`src/rtl/mips4_pkg.sv`:
```
// mips4_pkg -- shared definitions for the 4-stage teaching MIPS datapath.
//
// Holds the data and register-address widths used by both the ID/EX
// register and the EX/WB stage, plus the EX/WB pipeline record and a small
// add-with-carry helper.
//
// Ports: none (package).
package mips4_pkg;

  localparam int DATA_W     = 8;
  localparam int REG_ADDR_W = 3;
  localparam int NUM_REGS   = 8;

  typedef logic [DATA_W-1:0]     data_t;
  typedef logic [REG_ADDR_W-1:0] reg_addr_t;

  // Operand B selection for the ALU.
  typedef enum logic {
    SRC_REG = 1'b0,
    SRC_IMM = 1'b1
  } alu_src_e;

  // Contents of the EX/WB pipeline register.
  typedef struct packed {
    data_t     data;
    reg_addr_t rd;
    logic      regwrite;
  } ex_wb_t;

  // 9-bit sum so the carry out of the 8-bit add is bit DATA_W.
  function automatic logic [DATA_W:0] add_with_carry(input data_t a, input data_t b);
    return {1'b0, a} + {1'b0, b};
  endfunction

endpackage

```
`src/rtl/reg_file_8x8.sv`:
```
// reg_file_8x8 -- 8 x 8-bit architectural register file.
//
// Two combinational operand read ports, one combinational debug read port
// and one synchronous write port. All entries (including R0) are writable.
// Every entry clears immediately on an asynchronous reset.
//
// Ports:
//   clock        input   rising-edge write clock
//   reset        input   asynchronous active-high clear
//   rs_addr_i    input   operand B read index
//   rs_data_o    output  R[rs_addr_i]
//   rd_addr_i    input   operand A read index
//   rd_data_o    output  R[rd_addr_i]
//   dbg_addr_i   input   debug read index
//   dbg_data_o   output  R[dbg_addr_i]
//   we_i         input   write enable
//   waddr_i      input   write index
//   wdata_i      input   write data
module reg_file_8x8
  import mips4_pkg::*;
(
  input  logic      clock,
  input  logic      reset,
  input  reg_addr_t rs_addr_i,
  output data_t     rs_data_o,
  input  reg_addr_t rd_addr_i,
  output data_t     rd_data_o,
  input  reg_addr_t dbg_addr_i,
  output data_t     dbg_data_o,
  input  logic      we_i,
  input  reg_addr_t waddr_i,
  input  data_t     wdata_i
);

  data_t regs_q [NUM_REGS];

  // Storage: cleared asynchronously, otherwise one write per rising edge.
  always_ff @(posedge clock or posedge reset) begin
    if (reset) begin
      for (int i = 0; i < NUM_REGS; i++) begin
        regs_q[i] <= '0;
      end
    end else if (we_i) begin
      regs_q[waddr_i] <= wdata_i;
    end
  end

  // Read ports see the stored value only; any bypassing happens outside.
  assign rs_data_o  = regs_q[rs_addr_i];
  assign rd_data_o  = regs_q[rd_addr_i];
  assign dbg_data_o = regs_q[dbg_addr_i];

endmodule

```
`src/rtl/ex_wb_stage.sv`:
```
// ex_wb_stage -- execute stage, EX/WB pipeline register and register file.
//
// Executes either a load-immediate or a register add (Rd <= Rd + Rs),
// registers the result into EX/WB, and writes it back into the register
// file one cycle later. Zero/carry flags track the last instruction that
// writes a register.
//
// Configuration macro:
//   EX_WB_FORWARD_EN  when defined, operands are bypassed from the EX/WB
//                     register so back-to-back dependent instructions see
//                     the newest value. When undefined, operands come
//                     straight from the register file.
//
// Ports:
//   clock           input   rising-edge clock
//   reset           input   asynchronous active-high reset
//   id_ex_rddata    input   immediate operand
//   id_ex_rs        input   source register index (operand B)
//   id_ex_rd        input   destination index, also operand A
//   id_ex_regwrite  input   instruction writes Rd
//   id_ex_alusrc    input   1 = load immediate, 0 = register add
//   dbg_addr        input   debug read index
//   wb_data         output  registered result
//   wb_rd           output  registered destination
//   wb_regwrite     output  registered write enable
//   zero_flag       output  last written result was zero
//   carry_flag      output  carry out of the last written add
//   dbg_data        output  architectural R[dbg_addr], no bypass
module ex_wb_stage
  import mips4_pkg::*;
(
  input  logic                  clock,
  input  logic                  reset,
  input  logic [DATA_W-1:0]     id_ex_rddata,
  input  logic [REG_ADDR_W-1:0] id_ex_rs,
  input  logic [REG_ADDR_W-1:0] id_ex_rd,
  input  logic                  id_ex_regwrite,
  input  logic                  id_ex_alusrc,
  input  logic [REG_ADDR_W-1:0] dbg_addr,
  output logic [DATA_W-1:0]     wb_data,
  output logic [REG_ADDR_W-1:0] wb_rd,
  output logic                  wb_regwrite,
  output logic                  zero_flag,
  output logic                  carry_flag,
  output logic [DATA_W-1:0]     dbg_data
);

  ex_wb_t ex_wb_q, ex_wb_d;
  logic   zero_q, zero_d;
  logic   carry_q, carry_d;

  data_t  rf_rd_data;
  data_t  rf_rs_data;
  data_t  op_a;
  data_t  op_b;
  data_t  result;
  logic   carry;
  logic [DATA_W:0] sum;

  // The write port is driven from EX/WB, so an instruction becomes
  // architectural two edges after issue. During reset the EX/WB record is
  // held cleared, which also suppresses any write on the release edge.
  reg_file_8x8 u_reg_file (
    .clock      (clock),
    .reset      (reset),
    .rs_addr_i  (id_ex_rs),
    .rs_data_o  (rf_rs_data),
    .rd_addr_i  (id_ex_rd),
    .rd_data_o  (rf_rd_data),
    .dbg_addr_i (dbg_addr),
    .dbg_data_o (dbg_data),
    .we_i       (ex_wb_q.regwrite),
    .waddr_i    (ex_wb_q.rd),
    .wdata_i    (ex_wb_q.data)
  );

  // Operand selection. Each operand is bypassed independently, so an
  // instruction with rs == rd == wb_rd gets the fresh value on both sides.
  always_comb begin
`ifdef EX_WB_FORWARD_EN
    op_a = (ex_wb_q.regwrite && (ex_wb_q.rd == id_ex_rd)) ? ex_wb_q.data : rf_rd_data;
    op_b = (ex_wb_q.regwrite && (ex_wb_q.rd == id_ex_rs)) ? ex_wb_q.data : rf_rs_data;
`else
    op_a = rf_rd_data;
    op_b = rf_rs_data;
`endif
  end

  // ALU: the add is always evaluated; the immediate path just overrides it
  // and reports no carry.
  always_comb begin
    sum = add_with_carry(op_a, op_b);
    if (alu_src_e'(id_ex_alusrc) == SRC_IMM) begin
      result = id_ex_rddata;
      carry  = 1'b0;
    end else begin
      result = sum[DATA_W-1:0];
      carry  = sum[DATA_W];
    end
  end

  // Next-state: EX/WB captures every cycle, flags only move on
  // instructions that actually write a register.
  always_comb begin
    ex_wb_d.data     = result;
    ex_wb_d.rd       = id_ex_rd;
    ex_wb_d.regwrite = id_ex_regwrite;
    zero_d           = zero_q;
    carry_d          = carry_q;
    if (id_ex_regwrite) begin
      zero_d  = (result == '0);
      carry_d = carry;
    end
  end

  // EX/WB pipeline register and flags.
  always_ff @(posedge clock or posedge reset) begin
    if (reset) begin
      ex_wb_q <= '0;
      zero_q  <= 1'b0;
      carry_q <= 1'b0;
    end else begin
      ex_wb_q <= ex_wb_d;
      zero_q  <= zero_d;
      carry_q <= carry_d;
    end
  end

  assign wb_data     = ex_wb_q.data;
  assign wb_rd       = ex_wb_q.rd;
  assign wb_regwrite = ex_wb_q.regwrite;
  assign zero_flag   = zero_q;
  assign carry_flag  = carry_q;

endmodule

```
`config.mk`:
```
export PLATFORM = sky130hd
export DESIGN_NAME = ex_wb_stage
export DESIGN_NICKNAME = d
export VERILOG_FILES = /design/src/rtl/mips4_pkg.sv /design/src/rtl/reg_file_8x8.sv /design/src/rtl/ex_wb_stage.sv
export SDC_FILE = /design/constraint.sdc
export NUM_CORES = 1
export LEC_CHECK = 0
export ABC_AREA = 1
export BUFFER_PORTS_ARGS = -buffer_cell sky130_fd_sc_hd__buf_2
export CAP_MARGIN = 10
export CORE_MARGIN = 4
export CORE_UTILIZATION = 45
export DETAILED_ROUTE_END_ITERATION = 7
export PLACE_DENSITY_LB_ADDON = 0.15
export SLEW_MARGIN = 20
export SYNTH_ARGS = -nofsm -noshare
export SYNTH_HDL_FRONTEND = slang
export SYNTH_SLANG_ARGS = --single-unit
```
`constraint.sdc`:
```
create_clock -name clock -period 6.4 [get_ports clock]
set_clock_uncertainty 0.15 [all_clocks]
set_input_delay 0.96 -clock clock [delete_from_list [all_inputs] [get_ports clock]]
set_output_delay 0.96 -clock clock [all_outputs]
set_load 0.05 [all_outputs]
```
== Word-level counts from Yosys, hierarchy flattened ==
Index checks and enable logic that the tools add are counted.

* Register bits after elaboration: 78
* Latch bits: 0
* Memory bits (writable): 0
* Bits in read-only memories: 0
* Input bits: 21
* Output and inout bits: 22
* Word-level logic and storage cells: 39
* Memories: 0

* $add $sub $neg: 1
* Multipliers: 0
* Divide/modulo/power cells: 0
* $lt $le $gt $ge: 5
* Equality and inequality tests: 0
* Shifts and indexed selects: 0
* Muxes and demuxes: 14
* Bitwise gates (word level): 4
* Reductions and logical operators: 2

{| class="wikitable"
|+ Operators by type and width
! kind !! number
|-
| 8-bit binary-select mux with 3-bit select || 3
|-
| 64-bit bitwise mux || 1
|-
| 8-bit 2-to-1 mux || 8
|-
| 8-bit demux with 3-bit select || 1
|-
| 4-bit greater-or-equal comparator (second input constant) || 4
|-
| 3-bit inverter with 4-bit output || 4
|-
| 8-bit by 8-bit adder with 9-bit output || 1
|-
| 8-bit logical NOT || 1
|-
| 4-bit by 1-bit < comparator with 1-bit output (second input constant) || 1
|-
| 1-bit logical AND || 1
|-
| 1-bit 2-to-1 mux || 1
|}

== Depth between registers and ports, before layout ==
Gate-level depths: netlist (run 1).

* Depth in word-level cells: 7
* Depth in mapped cells: 19
* Mapped depth without buffers: 19

== By module ==
From an unflattened synthesis (run 1), not the netlist that was laid out.

* Cell total of the unflattened synthesis: 858
* Area total of the unflattened synthesis: 5322.6 µm²

{| class="wikitable"
|+ Modules (own cells, without submodules)
! module !! instances !! cells each !! area an instance (µm²) !! seq. area each (µm²)
|-
| reg_file_8x8 || 1 || 740 || 4418.0 || 1601.5
|-
| ex_wb_stage || 1 || 118 || 904.6 || 350.3
|}

== Least setup slack after synthesis (run 1) ==
Ideal clock, no wire load.

* Path type: input to output
* Start point: in dbg_addr[0]
* End point: out dbg_data[4]
* Data arrival time: 2.384 ns
* Required time: 5.290 ns
* Setup slack: 2.906 ns
* Cell stages on the path: 4
* Cells stage by stage: buf_2 > clkbuf_1 > o21ai_0 > a31oi_1

* Word-level cells in the longest chain between the ends: 4

{| class="wikitable"
|+ Ends and longest elaborated chain
! what !! RTL line !! text
|-
| start: declaration || ex_wb_stage.sv:39 || <nowiki>input logic [REG_ADDR_W-1:0] dbg_addr,</nowiki>
|-
| 3-bit inverter with 4-bit output (not written as such) || reg_file_8x8.sv:51 || <nowiki>assign dbg_data_o = regs_q[dbg_addr_i];</nowiki>
|-
| 8-bit binary-select mux with 3-bit select || reg_file_8x8.sv:51 ||
|-
| 8-bit 2-to-1 mux (not written as such) (2 in series) || reg_file_8x8.sv:51 ||
|-
| end: declaration || ex_wb_stage.sv:45 || <nowiki>output logic [DATA_W-1:0] dbg_data</nowiki>
|}

Every way passes these cells. The select of a mux whose other input is x is not followed.

== Final worst setup path (run 1) ==
* Start point: in dbg_addr[0]
* End point: out dbg_data[7]

Same word-level chain as after synthesis.

==> run summary, run 1 <==
The tools report the endpoint of the lowest-slack register-to-register path as zero_flag. The fill cell total of the finished layout came out at 1,019. For the worst setup slack after placement, the log shows 2.36 ns. The power per unit of standard cell area was 334 mW/mm^2. The logs give 0.0124 mm^2 for the area of the die and 0 for the DRC violations left. At the worst endpoint, the required time is 5.29 ns.

The hold buffer count at cts was 0; the proportion of layout cells with a drive suffix above 1 was 10.1%. In this run the post-CTS setup repair buffer count came out at 0. The initial cell density of the core is 46.4%. The path with the worst hold slack has its endpoint at u_reg_file.regs_q[48]. The logs give 671 for the instance count of the mapped netlist and 4,714 for the total via count after detailed routing. The growth of design area from synthesis to finish was 8.49%.

Setup repair after global routing left no endpoint under its margin. The floorplan step set the die width to 111 um. Detailed placement finished with a half-perimeter wire length of 9.74 mm.

Clock-pin slew was measured on the worst setup and hold paths at 0.08 ns. The total of warnings raised by yosys was 0; the total grt overflow was 0. The synthesized design contains 78 register bits.

At the worst endpoint, the arrival time is 2.81 ns. The clock net in this run drives a total of 78 sinks. The run gives 0 ns as the final total negative setup slack. Summing the sequential cell areas from Yosys gives 40.8% of the chip area. In the synthesized netlist the async set-or-reset flop fraction comes to 100%. For the setup slack on the worst flop-to-flop path, the log shows 3.82 ns. Counting instances, the worst hold path has a depth of 2. The final number of max-transition violations is 0.

The count of nets left with antenna violations once routing finished came out at 0. At the end of routability-driven placement, the weighted congestion stood at 0.861. The final worst-path cycle share was 61.3%.

TritonCTS built the clock tree. Setup violations remaining at the end of the flow were counted as 0. I/O pin count: 43. Once routing completed, OpenROAD measured the worst setup slack at 2.48 ns. The run finished with clean final reports. The number of clock buffers added by TritonCTS is 9. In this run the most critical hold path is launched from u_reg_file.regs_q[48].

The count of buffers added on input and output ports is 42. The nature of the critical path startpoint is an input pin. The die height works out to 111 um.

The logs give 14.5 mm for the total routed wirelength and 450 for the iteration-0 DRC count of the detailed router. The number of enable-type register cells in the synthesized netlist came out at 0. The tools report the cell area after synthesis as 0.00479 mm^2. The master of the slowest instance on the critical path was sky130_fd_sc_hd__buf_2. The analysis attributes to cell leakage a power of 2.42 nW.

Leaving out fill and tap cells, the most frequent cell in the layout is sky130_fd_sc_hd__o21ai_0. The logs give 255 MHz for the peak clock frequency supported by timing and 0 for the final antenna diode count. The via count of the first global-routing pass was 4,492; the initial antenna violation count was 0.

Before antenna repair, the detailed router went through 5 iterations. The clock passes through at most 2 buffers. The number of max-capacitance violations reported is 0, and the mean instance size in the synthesized netlist is 7.14 um^2. The worst setup path is of the input pin to primary output kind. For the count of nets after finishing, the log shows 716.

Leaving out fill and tap cells, the most frequent cells in the layout are 153 x sky130_fd_sc_hd__o21ai_0, 133 x sky130_fd_sc_hd__nand2_1, 78 x sky130_fd_sc_hd__dfrtp_1. The root buffer cell chosen for the clock tree is sky130_fd_sc_hd__clkbuf_8. In the routed layout, each cell is associated on average with a via count of 5.70. The cell count of the worst reg-to-reg path is 19, and the row count is 37. The final critical-path required period is 3.92 ns, and the slew at the pin closest to its max-slew limit is 0.999 ns. The number of hold violations in the final report was 0; the area of the core region was 0.0103 mm^2. Dividing the detail-routed wire length by the instance count gives 17.5 um. For the worst relative slew slack, the log shows 33.4%. The startpoint identified for the worst register-to-register timing path is u_reg_file.regs_q[16]. Clock latency on the worst-skew pair, taken at its later pin, is 0.36 ns. Synthesis instantiated 25 different standard cells from the library. Dominant register cell in the synthesized netlist: sky130_fd_sc_hd__dfrtp_1.

The class of the most critical hold timing path is flip-flop to flip-flop. The H-tree was split into 3 levels. The largest vdd supply drop was 0.135 mV.

Synthesis produced a netlist with a net count of 701. The signal on the critical path passes through buf_2, inv_1, nor2_1, o21ai_0, nor2_1, a31oi_1, buf_2. Entering global routing, the biggest net connects 79 pins. The first global-routing pass estimated 23.5 mm of wire.

The tools report the combined global-route utilization of all metal layers as 23.6%. The biggest fanout along the worst timing path came out at 57. STA classifies the critical path endpoint as a primary output.

For this run, the slowest stage of the critical path takes 0.67 ns. In this run, post-CTS repair resized a total of 0 instances.
-- synth_stat cells, types with 2 or more instances --
| master | count | area, um^2 |
|---|---|---|
| sky130_fd_sc_hd__ha_1 | 8 | 100 |
| sky130_fd_sc_hd__clkbuf_1 | 17 | 63.8 |
| sky130_fd_sc_hd__a31oi_1 | 24 | 150 |
| sky130_fd_sc_hd__buf_2 | 20 | 100 |
| sky130_fd_sc_hd__nor2_1 | 65 | 244 |
| sky130_fd_sc_hd__o21ai_0 | 153 | 766 |
| sky130_fd_sc_hd__nand2_2 | 2 | 12.5 |
| sky130_fd_sc_hd__dfrtp_1 | 78 | 1950 |
| sky130_fd_sc_hd__a21oi_1 | 60 | 300 |
| sky130_fd_sc_hd__inv_1 | 58 | 218 |
| sky130_fd_sc_hd__nand3_1 | 14 | 70.1 |
| sky130_fd_sc_hd__o211ai_1 | 24 | 180 |
| sky130_fd_sc_hd__nand2_1 | 133 | 499 |
| sky130_fd_sc_hd__inv_2 | 3 | 11.3 |
| sky130_fd_sc_hd__nand2_4 | 2 | 22.5 |
-- worst max-delay path: cells and delay by family --
| family | cells | cell delay, ns |
|---|---|---|
| buf+inv | 3 | 1.32 |
| simple gates | 2 | 0.32 |
| compound gates | 2 | 0.19 |
-- kinds of logic (layout without fill, tap and decap cells) --
family          after synthesis  count (layout)  share of synthesized area (%)
fa+ha+maj                     9               9                           2.51
flops                        78              78                           40.8
simple gates                221             221                           18.7
buf+inv                     101             121                           8.78
compound gates              262             262                           29.3
-- registers in the layout (all words and copies together) (netlist names) --
register	count
carry_flag	1
u_reg_file.regs_q	64
wb_data	8
wb_rd	3
wb_regwrite	1
zero_flag	1
-- layer usage --
layer / vias up / global-route usage, % / routed length [um]
li1: 2298 / - / -
met1: 2207 / 32.6 / 6480
met2: 190 / 39.0 / 6890
met3: 19 / 3.17 / 849
met4: 0 / 6.41 / 233
met5: - / 0 / 0
-- worst max path at each step --
stage                  endpoint  slack, ns        start
floorplan           dbg_data[4]       2.91  dbg_addr[0]
global placement      zero_flag       2.45  id_ex_rd[0]
detailed placement    zero_flag       2.36  id_ex_rs[0]
CTS                 dbg_data[7]       2.52  dbg_addr[0]
global route        dbg_data[6]       2.34  dbg_addr[0]
finish              dbg_data[7]       2.48  dbg_addr[0]
-- final cells by class --
type / instances / area [um^2] / share of cell area [%]
clock buffer: 11 / 141 / 2.72
clock inverter: 5 / 58.8 / 1.13
inverter: 62 / 239 / 4.60
multi-input combinational: 492 / 2420 / 46.5
sequential: 78 / 1950 / 37.6
tap: 136 / 170 / 3.28
timing repair buffer: 43 / 218 / 4.19
-- power breakdown --
| part | switching, W | total (W) | internal, W |
|---|---|---|---|
| Clock | 0.000193 | 0.000384 | 0.000191 |
| Combinational | 0.000427 | 0.000619 | 0.000191 |
| Sequential | 0.000113 | 0.000733 | 0.000620 |
| Total | 0.000733 | 0.00173 | 0.00100 |
-- per-stage QoR --
stage	hold WS, ns	utilization (%)	cell area, um^2	power [W]	cells
after floorplan	0.303	-	4790	0.00118	671
after global placement	0.310	48.4	4990	0.00134	811
after detailed placement	0.324	48.4	4990	0.00135	811
after CTS	0.346	50.3	5190	0.00174	827
after global routing	0.376	50.3	5190	0.00186	827
final	0.343	50.3	5190	0.00173	827
(Power assumes the default switching activity.)
==> run 2: changes to the inputs <==
Clock period 6.4 ns to 4.1 ns, I/O delays scaled along.
==> run 2 against run 1 <==
Worst setup slack worse by 1.5 ns. Core utilization is 0.59 points higher. Final cell count grew 0.60%. Via count about the same. Combinational power increased by 57%. Power grew 60%.
==> run summary, run 2 (same netlist as run 1, synthesis figures left out) <==
The fraction of power consumed by sequential logic is 41.3% (-0.9 points). The tools report the final instance count without filler cells as 832 (+0.60%). The final number of max-transition violations was 0 (unchanged).

Traced cell by cell, the critical path runs through buf_2, buf_4, o21ai_0, o21ai_0, nor2_1, a31oi_1, buf_2. The run gives 0.752 ns (-1.60 ns) as the worst setup slack after placement. For the placed wire-length estimate after detailed placement, the log shows 10.1 mm (+4.0%).

Class of the most critical hold timing path: input pin to async pin. The flow ran to the end, and the final reports show no timing, DRC or antenna violations. The register with the most flip-flops in the final layout is u_reg_file.regs_q. The most common library cell in the layout ignoring fill and taps is sky130_fd_sc_hd__o21ai_0. Clock tree synthesis selected as its root buffer the cell sky130_fd_sc_hd__clkbuf_8. Master of the slowest instance on the critical path: sky130_fd_sc_hd__buf_2. Based on the critical path, the design can be clocked at up to 321 MHz.

The final setup slack of the worst path was 0.989 ns (-1.49 ns); the final weighted congestion of routability-driven global placement was 0.913 (+6.0%). The tools report the relative contribution of the clock network to total power as 23.8% (+1.7 points). The tools report the area of the die as 0.0124 mm^2 (unchanged).

The deepest clock path buffer count was 2 (unchanged). The wire length of the first global-routing pass is 23.7 mm (+0.88%), and the final total negative setup slack is 0 ns (unchanged). The initial cell density of the core was 46.4% (unchanged); the combined global-route utilization of all metal layers was 23.6% (about the same). The tools report the placed standard-cell area as 0.00503 mm^2 (+0.75%). The die height works out to 111 um (unchanged).

The total number of H-tree levels is 3 (unchanged). The proportion of power drawn by combinational gates is 34.9% (-0.8 points), and the largest stage delay on the critical path is 0.52 ns (-0.15 ns). The number of buffers inserted to repair setup after CTS was 0 (unchanged). The logs give 816 (+0.62%) for the placed cell count and 50.9% (+0.59 points) for the post-layout utilization of the core. The final worst-path cycle share was 75.9%; the maximum number of pins on one net before global-route repair was 58 (-27%). Clock transition at the register clock pins on the worst setup and hold paths after CTS: 0.09 ns (about the same).

The area of the core region was 0.0103 mm^2 (unchanged); the power per unit of standard cell area was 528 mW/mm^2 (+58%). The kind of cell adding the most delay to the critical path is buffers and inverters. The switching part of the total power came out at 41.3% (-0.98 points). The largest vdd supply drop was 0.291 mV (+110%); the initial antenna violation count was 0 (unchanged). The biggest fanout along the worst timing path was 43 (-25%); the internal power component was 0.00163 W (+63%).

The clock latency on the worst-skew pair came out at 0.35 ns (about the same). The number of vias per cell after detailed routing is 5.66 (-0.66%). The logs give 14.5 mm (+0.58%) for the total routed wirelength and 6 (+1) for the first-pass detailed-route iteration total. The run gives 0.00114 W (+56%) as the net switching power of the design. The post-CTS resize count is 0 (unchanged). The tools report the final antenna diode count as 0 (unchanged). Nature of the critical path startpoint: an input pin. I/O pin count: 43 (unchanged). The iteration-0 DRC count of the detailed router is 400 (-11%), and the number of failing setup endpoints in the final timing report is 0 (unchanged). The slew at the pin closest to its max-slew limit came out at 0.737 ns (-0.262 ns). Type of element capturing the critical path: a primary output. The hold buffer count at cts is 0 (unchanged), and the overall die width is 111 um (unchanged). The total grt overflow came out at 0 (unchanged). The run gives 0 (unchanged) as the DRC violations left. Setup repair after global routing left no endpoint under its margin. The count of buffers from port buffering was 42 (unchanged); the data arrival time of the worst path was 2.35 ns (-0.46 ns).

The row count was 37 (unchanged); the growth of design area from synthesis to finish was 9.77%. The run gives 3.34 ns (-1.95 ns) as the required time of the worst setup path. For the finished layout, the period the worst path requires is 3.11 ns.

The average wire per standard cell was 17.5 um (about the same); the total via count after detailed routing was 4,711 (-0.064%). Combined buffer and inverter count along the critical path: 3 (unchanged). TritonCTS built the clock tree. Static power due to leakage: 2.46 nW (+1.6%). The number of max-capacitance violations reported came out at 0 (unchanged). The setup slack on the worst flop-to-flop path is 1.47 ns (-2.35 ns). The via count of the first global-routing pass came out at 4,568 (+1.7%). The proportion of layout cells with a drive suffix above 1 is 10.8% (+0.65 points), and the count of nets after finishing is 721 (+0.70%). The worst relative slew slack was 50.9% (+17 points); the number of buffers added by the clock tree synthesis step was 9 (unchanged). The cell area after layout came out at 0.00526 mm^2 (+1.2%). In the layout the commonest cells are 153 x sky130_fd_sc_hd__o21ai_0, 133 x sky130_fd_sc_hd__nand2_1, 78 x sky130_fd_sc_hd__dfrtp_1.

By startpoint and endpoint, the worst setup path is classified as input pin to primary output. The count of clock tree sinks is 78 (unchanged). The number of hold violations in the final report is 0 (unchanged). The count of antenna-violating nets left after detailed routing is 0 (unchanged), and the number of flip-flops under the largest register name is 64 (unchanged).
[run 2: changes by cell type in the layout (fill, tap and decap cells not counted)]
cell,previous run,this run
sky130_fd_sc_hd__clkinv_2,2,1
sky130_fd_sc_hd__inv_4,0,1
sky130_fd_sc_hd__buf_4,1,6
sky130_fd_sc_hd__clkinvlp_4,2,1
sky130_fd_sc_hd__bufinv_16,1,2
sky130_fd_sc_hd__inv_6,1,2
sky130_fd_sc_hd__clkinv_4,1,0
[run 2: layout make-up]
class | instances | area (um^2)
fillers | 1050 | 5070
multi-input cells | 492 | 2420
flip-flops and latches | 78 | 1950
repair buffers | 48 | 255
inverters | 62 | 240
well taps | 136 | 170
clock buffers | 11 | 141
clock inverters | 5 | 81.3
[run 2: power groups by stage]
| stage | Clock [W] | Combinational (W) | Sequential [W] |
|---|---|---|---|
| floorplan | 0 | 0.000653 | 0.00118 |
| global placement | 0 | 0.000946 | 0.00115 |
| detailed placement | 0 | 0.000963 | 0.00115 |
| CTS | 0.000674 | 0.000968 | 0.00114 |
| global route | 0.000702 | 0.00109 | 0.00117 |
| finish | 0.000660 | 0.000969 | 0.00114 |
[run 2: through the flow]
step / power, W / hold slack [ns]
after global routing: 0.00297 / 0.223
after floorplan: 0.00183 / 0.303
after CTS: 0.00278 / 0.225
after detailed placement: 0.00212 / 0.322
after global placement: 0.00210 / 0.309
final: 0.00277 / 0.234
[run 2: per-layer routing]
| layer | track usage (%) | vias to the layer above | part of all wire (%) |
|---|---|---|---|
| met5 | 0 | - | 0 |
| met4 | 8.19 | 0 | 2.3 |
| met3 | 5.02 | 22 | 6.3 |
| met2 | 38.8 | 173 | 47 |
| met1 | 30.9 | 2212 | 45 |
| li1 | - | 2304 | - |
[run 2: final timing paths]
| kind | startpoint | endpoint | depth (start not counted) |
|---|---|---|---|
| max in group asynchronous | reset | u_reg_file.regs_q[21] | 3 |
| min reg2reg | zero_flag | zero_flag | 2 |
| max reg2reg | u_reg_file.regs_q[16] | zero_flag | 17 |
| min in group clock | id_ex_rd[2] | wb_rd[2] | 1 |
| max | dbg_addr[0] | dbg_data[5] | 7 |
| min | reset | wb_rd[1] | 2 |
==> run 3: changes to the inputs <==
Clock period 4.1 ns to 3.18 ns, I/O delays scaled along.
==> run 3 against run 2 <==
Critical path depth shrank 1. Combinational power grew 30%. Clock power grew 18%. Critical endpoint is now dbg_data[3]. Largest power group unchanged.
==> run summary, run 3 (same netlist as run 1, synthesis figures left out) <==
Overall die width: 111 um (unchanged). The I/O pin count was 43 (unchanged); the first-pass detailed-route iteration total was 5 (-1). The largest stage delay on the critical path works out to 0.50 ns (-0.02 ns). Combined buffer and inverter count along the critical path: 2 (-1). The run gives 0.36 ns (about the same) as the clock latency on the worst-skew pair. The number of buffers inserted to repair setup after CTS is 0 (unchanged).

Setup repair after global routing left no endpoint under its margin. The run gives 79 (+36%) as the maximum number of pins on one net before global-route repair. For the total number of H-tree levels, the log shows 3 (unchanged).

Based on the critical path, the design can be clocked at up to 379 MHz. For the initial cell density of the core, the log shows 46.4% (unchanged). TritonCTS built the clock tree. Number of flip-flops under the largest register name: 64 (unchanged). The total grt overflow was 0 (unchanged); the static power due to leakage was 2.50 nW (+1.7%). The die height works out to 111 um (unchanged). For the count of clock tree sinks, the log shows 78 (unchanged). After layout, the minimum clock period comes to 2.64 ns. The run gives 4,567 (-0.022%) as the via count of the first global-routing pass. The flow ran to the end, and the final reports show no timing, DRC or antenna violations. The tools report the buffer type at the clock tree root as sky130_fd_sc_hd__clkbuf_8.

The average wire per standard cell came out at 17.4 um (-0.51%). Tracing the worst setup path back leads to its startpoint at dbg_addr[1]. The number of hold violations in the final report was 0 (unchanged); the area of the core region was 0.0103 mm^2 (unchanged). The run gives 2.55 ns (-0.79 ns) as the required time of the worst setup path.

The nature of the critical path startpoint was an input pin. Area of the die: 0.0124 mm^2 (unchanged). The library cells used most frequently in the layout, excluding fill and tap cells, are 153 x sky130_fd_sc_hd__o21ai_0, 133 x sky130_fd_sc_hd__nand2_1, 78 x sky130_fd_sc_hd__dfrtp_1. For the combined global-route utilization of all metal layers, the log shows 24.0% (+0.44 points). In this run the worst hold path is classified as input pin to async pin. The number of vias per cell after detailed routing works out to 5.67 (+0.18%). For the final number of max-transition violations, the log shows 0 (unchanged). The power per unit of standard cell area came out at 662 mW/mm^2 (+25%).

The path length in cells of the critical path came out at 6 (-1). The number of buffers added by the clock tree synthesis step was 9 (unchanged); the deepest clock path buffer count was 2 (unchanged). The logs give 0.541 ns (-0.448 ns) for the final setup slack of the worst path and 0.205 ns (-0.548 ns) for the worst setup slack after placement.

For the number of max-capacitance violations reported, the log shows 0 (unchanged). More flip-flops sit in one register than any other, and that register is u_reg_file.regs_q. The final total negative setup slack came out at 0 ns (unchanged). The worst path uses 83.0% of the clock period. For the count of nets after finishing, the log shows 731 (+1.4%). Final antenna diode count: 0 (unchanged). The slew at the pin closest to its max-slew limit was 0.744 ns (+0.00682 ns); the wire length of the first global-routing pass was 23.8 mm (+0.55%). In this run the critical register-to-register path is launched from u_reg_file.regs_q[16]. The biggest fanout along the worst timing path was 32 (-26%); the setup slack on the worst flop-to-flop path was 0.64 ns (-0.83 ns). The row count came out at 37 (unchanged). The worst setup path is of the input pin to primary output kind. Most common library cell in the layout ignoring fill and taps: sky130_fd_sc_hd__o21ai_0. The total via count after detailed routing is 4,776 (+1.4%). The total power came out at 0.00352 W (+27%). The worst relative slew slack was 50.3% (-0.57 points); the placed wire-length estimate after detailed placement was 10.3 mm (+1.5%). The worst setup path is captured at a primary output. The final weighted congestion of routability-driven global placement is 0.930 (+1.9%), and the growth of design area from synthesis to finish is 11.1%. The DRC violations left was 0 (unchanged).

Count of antenna-violating nets left after detailed routing: 0 (unchanged). The post-CTS resize count is 0 (unchanged), and the count of buffers from port buffering is 42 (unchanged). The run gives 0.316 mV (+8.6%) as the largest vdd supply drop. Hold buffer count at cts: 0 (unchanged).

For the iteration-0 DRC count of the detailed router, the log shows 360 (-10%). The tools report the endpoint of the lowest-slack register-to-register path as zero_flag. The master of the slowest instance on the critical path is sky130_fd_sc_hd__buf_2. Proportion of layout cells with a drive suffix above 1: 11.9% (+1.1 points). The kind of cell adding the most delay to the critical path is buffers and inverters. The clock transition at the register clock pins on the worst setup and hold paths after CTS was 0.08 ns (about the same); the data arrival time of the worst path was 2.01 ns (-0.34 ns). The initial antenna violation count came out at 0 (unchanged). Traced cell by cell, the critical path runs through buf_2, o21ai_0, o21ai_0, nor2_1, a31oi_1, buf_2.

The cell count of the worst reg-to-reg path was 17 (unchanged); the number of failing setup endpoints in the final timing report was 0 (unchanged). The tools report the total routed wirelength as 14.6 mm (+0.69%).
run 3: cell types whose count changed in the layout (fill, tap and decap cells not counted):
cell	previous run	this run
sky130_fd_sc_hd__inv_6	2	1
sky130_fd_sc_hd__clkbuf_8	10	11
sky130_fd_sc_hd__clkinv_2	1	2
sky130_fd_sc_hd__inv_4	1	0
sky130_fd_sc_hd__buf_4	6	15
sky130_fd_sc_hd__buf_12	0	1
sky130_fd_sc_hd__clkbuf_1	1	2
sky130_fd_sc_hd__bufinv_16	2	1
run 3: area by class of cell:
class                           count  area [um^2]
Inverter                           62          239
Fill cell                         987         5000
Clock buffer                       13          159
Tap cell                          136          170
Sequential cell                    78         1950
Multi-Input combinational cell    492         2420
Clock inverter                      3         42.5
Timing Repair Buffer               58          343
run 3: stage by stage:
stage / instance area, um^2 / hold slack, ns / cells / utilization (%)
final: 5320 / 0.0329 / 842 / 51.5
after global routing: 5320 / 0.0654 / 842 / 51.5
after CTS: 5320 / 0.0590 / 842 / 51.5
after detailed placement: 5120 / 0.323 / 826 / 49.6
after global placement: 5120 / 0.318 / 826 / 49.6
after floorplan: 4790 / 0.303 / 671 / -
run 3: layer usage:
layer / up-vias / GRT usage [%] / share of wire, %
met4: 0 / 8.35 / 2.8
li1: 2329 / - / -
met5: - / 0 / 0
met3: 35 / 5.13 / 6.4
met2: 176 / 39.1 / 46
met1: 2236 / 31.8 / 44
run 3: report_power, final:
| part | switching [W] | total, W | internal, W | leakage, nW |
|---|---|---|---|---|
| combinational | 0.000859 | 0.00126 | 0.000399 | 1.43 |
| sequential | 0.000235 | 0.00148 | 0.00125 | 0.965 |
| clock | 0.000375 | 0.000780 | 0.000406 | 0.0996 |
| total | 0.00147 | 0.00352 | 0.00205 | 2.50 |
run 3: tightest hold or removal path: stages:
cell                       delay (ns)
sky130_fd_sc_hd__buf_2           0.10
sky130_fd_sc_hd__clkinv_2        0.05
sky130_fd_sc_hd__buf_12          0.33
run 3: worst max path at each step:
stage	to	slack [ns]
finish	dbg_data[3]	0.54
global route	zero_flag	0.32
CTS	dbg_data[3]	0.56
detailed placement	zero_flag	0.20
global placement	zero_flag	0.30
floorplan	carry_flag	0.56
